### config.mk
export PLATFORM = sky130hd
export DESIGN_NAME = imem_loadable
export DESIGN_NICKNAME = d
export VERILOG_FILES = /design/src/rtl/isa_pkg.sv /design/src/rtl/imem_array.sv /design/src/rtl/imem_loadable.sv
export SDC_FILE = /design/constraint.sdc
export NUM_CORES = 1
export LEC_CHECK = 0
export CELL_PAD_IN_SITES_DETAIL_PLACEMENT = 0
export CELL_PAD_IN_SITES_GLOBAL_PLACEMENT = 1
export CORE_UTILIZATION = 62
export CTS_BUF_LIST = sky130_fd_sc_hd__clkbuf_8
export DETAILED_ROUTE_END_ITERATION = 7
export PLACE_DENSITY = 0.89
export SYNTH_ARGS = -nofsm -noshare
export SYNTH_HDL_FRONTEND = slang
export SYNTH_SLANG_ARGS = --single-unit
### constraint.sdc
create_clock -name clk -period 3.65 [get_ports clk]
set_input_delay 0.5475 -clock clk [delete_from_list [all_inputs] [get_ports clk]]
set_output_delay 0.5475 -clock clk [all_outputs]
set_load 0.02 [all_outputs]
### src/rtl/isa_pkg.sv
// Shared ISA constants for the 16-bit 5-stage pipeline: opcodes, register indices,
// default instruction width and the NOP encoding.
package isa_pkg;

    localparam int DEFAULT_IW = 16;
    localparam int OPCODE_W   = 5;
    localparam int REG_W      = 3;

    // Opcode occupies the top OPCODE_W bits of an instruction word
    localparam logic [OPCODE_W-1:0] OP_NOP   = 5'd0;
    localparam logic [OPCODE_W-1:0] OP_HALT  = 5'd1;
    localparam logic [OPCODE_W-1:0] OP_STORE = 5'd2;
    localparam logic [OPCODE_W-1:0] OP_LOAD  = 5'd26;

    localparam logic [REG_W-1:0] gr0 = 3'd0;
    localparam logic [REG_W-1:0] gr1 = 3'd1;
    localparam logic [REG_W-1:0] gr2 = 3'd2;
    localparam logic [REG_W-1:0] gr3 = 3'd3;
    localparam logic [REG_W-1:0] gr4 = 3'd4;
    localparam logic [REG_W-1:0] gr5 = 3'd5;
    localparam logic [REG_W-1:0] gr6 = 3'd6;
    localparam logic [REG_W-1:0] gr7 = 3'd7;

    localparam logic [DEFAULT_IW-1:0] NOP_WORD = '0;

endpackage

### src/rtl/imem_array.sv
// Instruction storage: one write port and one registered read port.
// The storage itself has no reset; the owner clears it word by word.
module imem_array #(
    parameter int WIDTH = 16,
    parameter int DEPTH = 64
) (
    input  logic                     clk,
    input  logic                     i_we,
    input  logic [$clog2(DEPTH)-1:0] i_waddr,
    input  logic [WIDTH-1:0]         i_wdata,
    input  logic                     i_re,
    input  logic [$clog2(DEPTH)-1:0] i_raddr,
    output logic [WIDTH-1:0]         o_rdata
);

    logic [WIDTH-1:0] r_mem [DEPTH];
    logic [WIDTH-1:0] r_rdata;

    // Read register only updates on a read, so the last fetched word is held
    always_ff @(posedge clk) begin
        if (i_we) begin
            r_mem[i_waddr] <= i_wdata;
        end
        if (i_re) begin
            r_rdata <= r_mem[i_raddr];
        end
    end

    assign o_rdata = r_rdata;

endmodule

### src/rtl/imem_loadable.sv
// Loadable instruction memory feeding the IF stage: clears to NOP after reset,
// accepts a program over a valid/ready stream, serves 1-cycle fetches.
// Optional per-word even parity is enabled with `define IMEM_PARITY_EN.
module imem_loadable
    import isa_pkg::*;
#(
    parameter int IW    = DEFAULT_IW,
    parameter int AW    = 16,
    parameter int DEPTH = 64
) (
    input  logic          clk,
    input  logic          r_st,
    input  logic          load_start,
    input  logic          load_valid,
    input  logic          load_last,
    input  logic [IW-1:0] load_data,
    output logic          load_ready,
    output logic          load_done,
    output logic [AW-1:0] load_count,
    input  logic          f_en,
    input  logic [AW-1:0] f_addr,
    output logic [IW-1:0] f_instr,
    output logic          f_valid,
    output logic          f_oob,
    output logic          busy,
    output logic          f_perr
);

    localparam int IDXW = $clog2(DEPTH);
`ifdef IMEM_PARITY_EN
    localparam int MW = IW + 1;
`else
    localparam int MW = IW;
`endif
    localparam logic [IW-1:0]   NOP_IW    = IW'(NOP_WORD);
    localparam logic [IDXW-1:0] LAST_IDX  = IDXW'(DEPTH - 1);
    localparam logic [AW:0]     DEPTH_W   = (AW + 1)'(DEPTH);
    localparam logic [AW:0]     AW_MAX    = {1'b0, {AW{1'b1}}};
    localparam logic [AW:0]     COUNT_MAX = (DEPTH_W > AW_MAX) ? AW_MAX : DEPTH_W;

    typedef enum logic [1:0] {
        S_CLEAR,
        S_RUN,
        S_LOAD
    } state_t;

    state_t          r_state;
    state_t          w_stateNext;
    logic [IDXW-1:0] r_clrCnt;
    logic [IDXW-1:0] r_ptr;
    logic            r_fValid;
    logic            r_fOob;
    logic            r_zero;
    logic            r_loadDone;
    logic [AW-1:0]   r_loadCount;

    logic            w_accept;
    logic            w_lastWord;
    logic            w_fetch;
    logic            w_oob;
    logic            w_we;
    logic [IDXW-1:0] w_waddr;
    logic [IW-1:0]   w_wdataRaw;
    logic [MW-1:0]   w_wdata;
    logic [MW-1:0]   w_rdata;
    logic [AW:0]     w_words;
    logic [AW:0]     w_wordsSat;

    assign w_accept   = (r_state == S_LOAD) && load_valid;
    assign w_lastWord = w_accept && (load_last || (r_ptr == LAST_IDX));
    assign w_fetch    = (r_state == S_RUN) && f_en;
    assign w_oob      = {1'b0, f_addr} >= DEPTH_W;
    assign w_words    = (AW + 1)'(r_ptr) + (AW + 1)'(1);
    assign w_wordsSat = (w_words > COUNT_MAX) ? COUNT_MAX : w_words;

    always_comb begin
        w_stateNext = r_state;
        case (r_state)
            S_CLEAR: if (r_clrCnt == LAST_IDX) w_stateNext = S_RUN;
            S_RUN:   if (load_start)           w_stateNext = S_LOAD;
            S_LOAD:  if (w_lastWord)           w_stateNext = S_RUN;
            default:                           w_stateNext = S_CLEAR;
        endcase
    end

    // Single write port is shared between the clear sweep and the load stream
    always_comb begin
        w_we       = 1'b0;
        w_waddr    = r_clrCnt;
        w_wdataRaw = NOP_IW;
        if (r_state == S_CLEAR) begin
            w_we = 1'b1;
        end else if (w_accept) begin
            w_we       = 1'b1;
            w_waddr    = r_ptr;
            w_wdataRaw = load_data;
        end
    end

`ifdef IMEM_PARITY_EN
    assign w_wdata = {^w_wdataRaw, w_wdataRaw};
    assign f_perr  = r_fValid && !r_fOob && (^w_rdata);
`else
    assign w_wdata = w_wdataRaw;
    assign f_perr  = 1'b0;
`endif

    always_ff @(posedge clk) begin
        if (r_st) begin
            r_state     <= S_CLEAR;
            r_clrCnt    <= '0;
            r_ptr       <= '0;
            r_fValid    <= 1'b0;
            r_fOob      <= 1'b0;
            r_zero      <= 1'b1;
            r_loadDone  <= 1'b0;
            r_loadCount <= '0;
        end else begin
            r_state <= w_stateNext;
            if (r_state == S_CLEAR) begin
                r_clrCnt <= (r_clrCnt == LAST_IDX) ? '0 : r_clrCnt + 1'b1;
            end
            if ((r_state == S_RUN) && load_start) begin
                r_ptr <= '0;
            end else if (w_accept) begin
                r_ptr <= r_ptr + 1'b1;
            end
            r_loadDone <= w_lastWord;
            if (w_lastWord) begin
                r_loadCount <= w_wordsSat[AW-1:0];
            end
            r_fValid <= w_fetch;
            r_fOob   <= w_fetch && w_oob;
            // Outside RUN the fetch port reads as NOP; an out-of-range fetch also forces NOP
            if (r_state != S_RUN) begin
                r_zero <= 1'b1;
            end else if (f_en) begin
                r_zero <= w_oob;
            end
        end
    end

    imem_array #(
        .WIDTH (MW),
        .DEPTH (DEPTH)
    ) u_array (
        .clk     (clk),
        .i_we    (w_we),
        .i_waddr (w_waddr),
        .i_wdata (w_wdata),
        .i_re    (w_fetch && !w_oob),
        .i_raddr (f_addr[IDXW-1:0]),
        .o_rdata (w_rdata)
    );

    assign f_instr    = r_zero ? NOP_IW : w_rdata[IW-1:0];
    assign f_valid    = r_fValid;
    assign f_oob      = r_fOob;
    assign busy       = (r_state != S_RUN);
    assign load_ready = (r_state == S_LOAD);
    assign load_done  = r_loadDone;
    assign load_count = r_loadCount;

endmodule

==> impl_metrics.env <==
export IMPL_violations="capacitance limit, slew limit"
export IMPL_worstMarginPinSlew_ps=1507
export IMPL_layout_commonest_cell="edfxtp_1"
export IMPL_routabilityCongestion=0.9320
export IMPL_fin_tns_setup_ps=0
export IMPL_drtAntennaViolNets=0
export IMPL_async_flop_share=0
export IMPL_rsz0062_at_grt="no"
export IMPL_period_share=0.8347
export IMPL_pre_cts_slack_ps=381.6
export IMPL_fin_crit_ps=3047
export IMPL_powerDensity_mw_per_mm2=493.6
export IMPL_cp_required_ps=3100
export IMPL_synthDistinctLibCells=55
export IMPL_area_delta_synth_final_pct=12.99
export IMPL_status="finished with violations"
export IMPL_cts_resized=0
export IMPL_crit_path_end_kind="primary output"
export IMPL_dr_total_vias=21473
export IMPL_grt_overflow_total=0
export IMPL_cts_num_sinks=1065
export IMPL_cp_arrival_ps=2500
export IMPL_synth_warning_count=0
export IMPL_wl_per_cell_um=30.56
export IMPL_design_core_area_sq_mm=0.06575
export IMPL_drive_gt1_frac=0.2664
export IMPL_grt_usage=0.2993
export IMPL_timing_hold_ws_ps=430.5
export IMPL_drc=0
export IMPL_hold_viol=0
export IMPL_ctsHoldBuffers=0
export IMPL_viasPerCell=6.677
export IMPL_synth_top_area_frac=0.7569
export IMPL_drv_slew=13
export IMPL_power_leakage_nw=16.61
export IMPL_initial_core_util=0.6276
export IMPL_layout_nets=2271
export IMPL_cts_clk_slew_worst_paths_ps=60
export IMPL_grt_max_degree=65
export IMPL_finalSetupViolCount=0
export IMPL_dp_hpwl_um=59360
export IMPL_cp_start_kind="register"
export IMPL_cts_buffer_depth=3
export IMPL_synth_area_leaders="edfxtp_1 76%, mux4_2 13%, a22oi_1 1.3%"
export IMPL_grt_pass1_wl_um=142000
export IMPL_avgSynthCellArea_sq_um=21.04
export IMPL_io_pins=76
export IMPL_clock_latency_ps=800
export IMPL_nFillCells=3730
export IMPL_cts_buffers_inserted=160
export IMPL_cap_violations=1
export IMPL_num_rows=94
export IMPL_antenna_found_initial=9
export IMPL_first_pass_iters=8
export IMPL_synthCells=1961
export IMPL_path_max_fanout=17
export IMPL_routed_wl_um=98300
export IMPL_dieWidth_um=260.0
export IMPL_synth_area_sq_mm=0.04126
export IMPL_synth_enable_flop_cells=1040
export IMPL_yosys_most_used_dff="edfxtp_1"
export IMPL_die_h_um=260.0
export IMPL_tritoncts="done"
export IMPL_io_buffers=65
export IMPL_grt_pass1_vias=21245
export IMPL_finalPower_mw=23.01
export IMPL_fmax_ghz=0.3282
export IMPL_clock_skew_ps=32.31
export IMPL_htreeDepth=4
export IMPL_slew_headroom=-0.006491
export IMPL_ys_seq_area_frac=0.7690
export IMPL_path_class="register to primary output"
export IMPL_hold_path_class="input pin to register"
export IMPL_final_cell_mix="1040 x edfxtp_1, 245 x mux4_2, 166 x clkbuf_8, 116 x buf_4, 96 x nor2_1"
export IMPL_cts_setup_buffers=0
export IMPL_fin_ws_ps=603.4
export IMPL_vdd_drop_max_mv=0.3363
export IMPL_cts_root_buf="clkbuf_8"
export IMPL_yosysTopAreaCell="edfxtp_1"
export IMPL_ys_ff_latch=1065
export IMPL_first_iter_violations=2825
export IMPL_dieArea_sq_mm=0.06759
[report_power, final]
group	switching [mW]	leakage, nW	total (mW)	internal, mW
combinational	0.542	3.87	0.911	0.370
sequential	0.0206	11.2	13.3	13.3
clock	4.38	1.59	8.79	4.41
[state kept, by name (all words and copies together) (netlist names)]
register         cells
load_count           7
f_valid              1
r_state              2
u_array.r_mem     1024
f_oob                1
u_array.o_rdata     16
r_clrCnt             6
load_done            1
r_zero               1
r_ptr                6
[cells by family after synthesis]
family | count (synthesis) | synth area share
buffers and inverters | 117 | 0.01916
flip-flops | 1065 | 0.7690
adder cells (fa/ha/maj) | 2 | 0.0006064
AO/OA/AOI/OAI | 217 | 0.03590
multiplexers | 284 | 0.1432
AND/OR/NAND/NOR | 266 | 0.03008
other | 1 | 0.00009088
XOR/XNOR | 9 | 0.001910
[cells in the mapped netlist, drive strengths merged, types with 4 or more instances]
| cell | number |
|---|---|
| nor2 | 98 |
| o22ai | 26 |
| clkbuf | 22 |
| a22oi | 71 |
| a211oi | 11 |
| mux4 | 245 |
| a221oi | 5 |
| a22o | 11 |
| and2 | 18 |
| xor2 | 5 |
| a21oi | 54 |
| or3 | 6 |
| nor3 | 16 |
| dfxtp | 25 |
| mux2i | 37 |
| inv | 4 |
| nor2b | 23 |
| a31oi | 11 |
| xnor2 | 4 |
| buf | 91 |
| o21ai | 20 |
| nand2b | 7 |
| nand3 | 15 |
| edfxtp | 1040 |
| nand2 | 69 |
[path summary, 6_finish.rpt]
kind	start	endpoint	slack, ps	cells past startpoint
worst max-delay path	r_zero	f_instr[13]	600	2
worst min-delay path	f_en	f_valid	430	3
worst min register to register	load_count[4]	load_count[4]	510	2
worst max register to register	r_state[1]	u_array.r_mem[49][6]	900	6
[metal layers]
| layer | vias up | share of wire | GRT usage |
|---|---|---|---|
| li1 | 8706 | - | - |
| met3 | 230 | 0.13 | 0.09133 |
| met4 | 14 | 0.037 | 0.1237 |
| met2 | 1517 | 0.47 | 0.4399 |
| met5 | - | 0.0011 | 0 |
| met1 | 11006 | 0.37 | 0.4243 |
[through the flow]
stage / cell area, sq um / utilization / instances
2_1_floorplan: 41300 / - / 1970
4_1_cts: 46620 / 0.7091 / 3214
3_3_place_gp: 43770 / 0.6658 / 2933
5_1_grt: 46620 / 0.7091 / 3215
3_5_place_dp: 43770 / 0.6658 / 2933
6_report: 46620 / 0.7092 / 3216
[worst max-delay path, cell delays in order (launching register included)]
cell	delay [ps]
dfxtp_1	960
nor2b_1	150
clkdlybuf4s50_1	590
[layout make-up]
type                            instances  area (sq um)  area share
Sequential cell                      1065         31730      0.6806
Multi-Input combinational cell        788          8795      0.1886
Clock buffer                          166          2285     0.04900
Timing Repair Buffer                  212          2152     0.04616
Tap cell                              864          1081     0.02319
Clock inverter                        115         560.5     0.01202
Inverter                                4         15.01   0.0003220
Antenna cell                            2         5.005   0.0001073
Note: power is estimated with default switching activity, not from simulation.
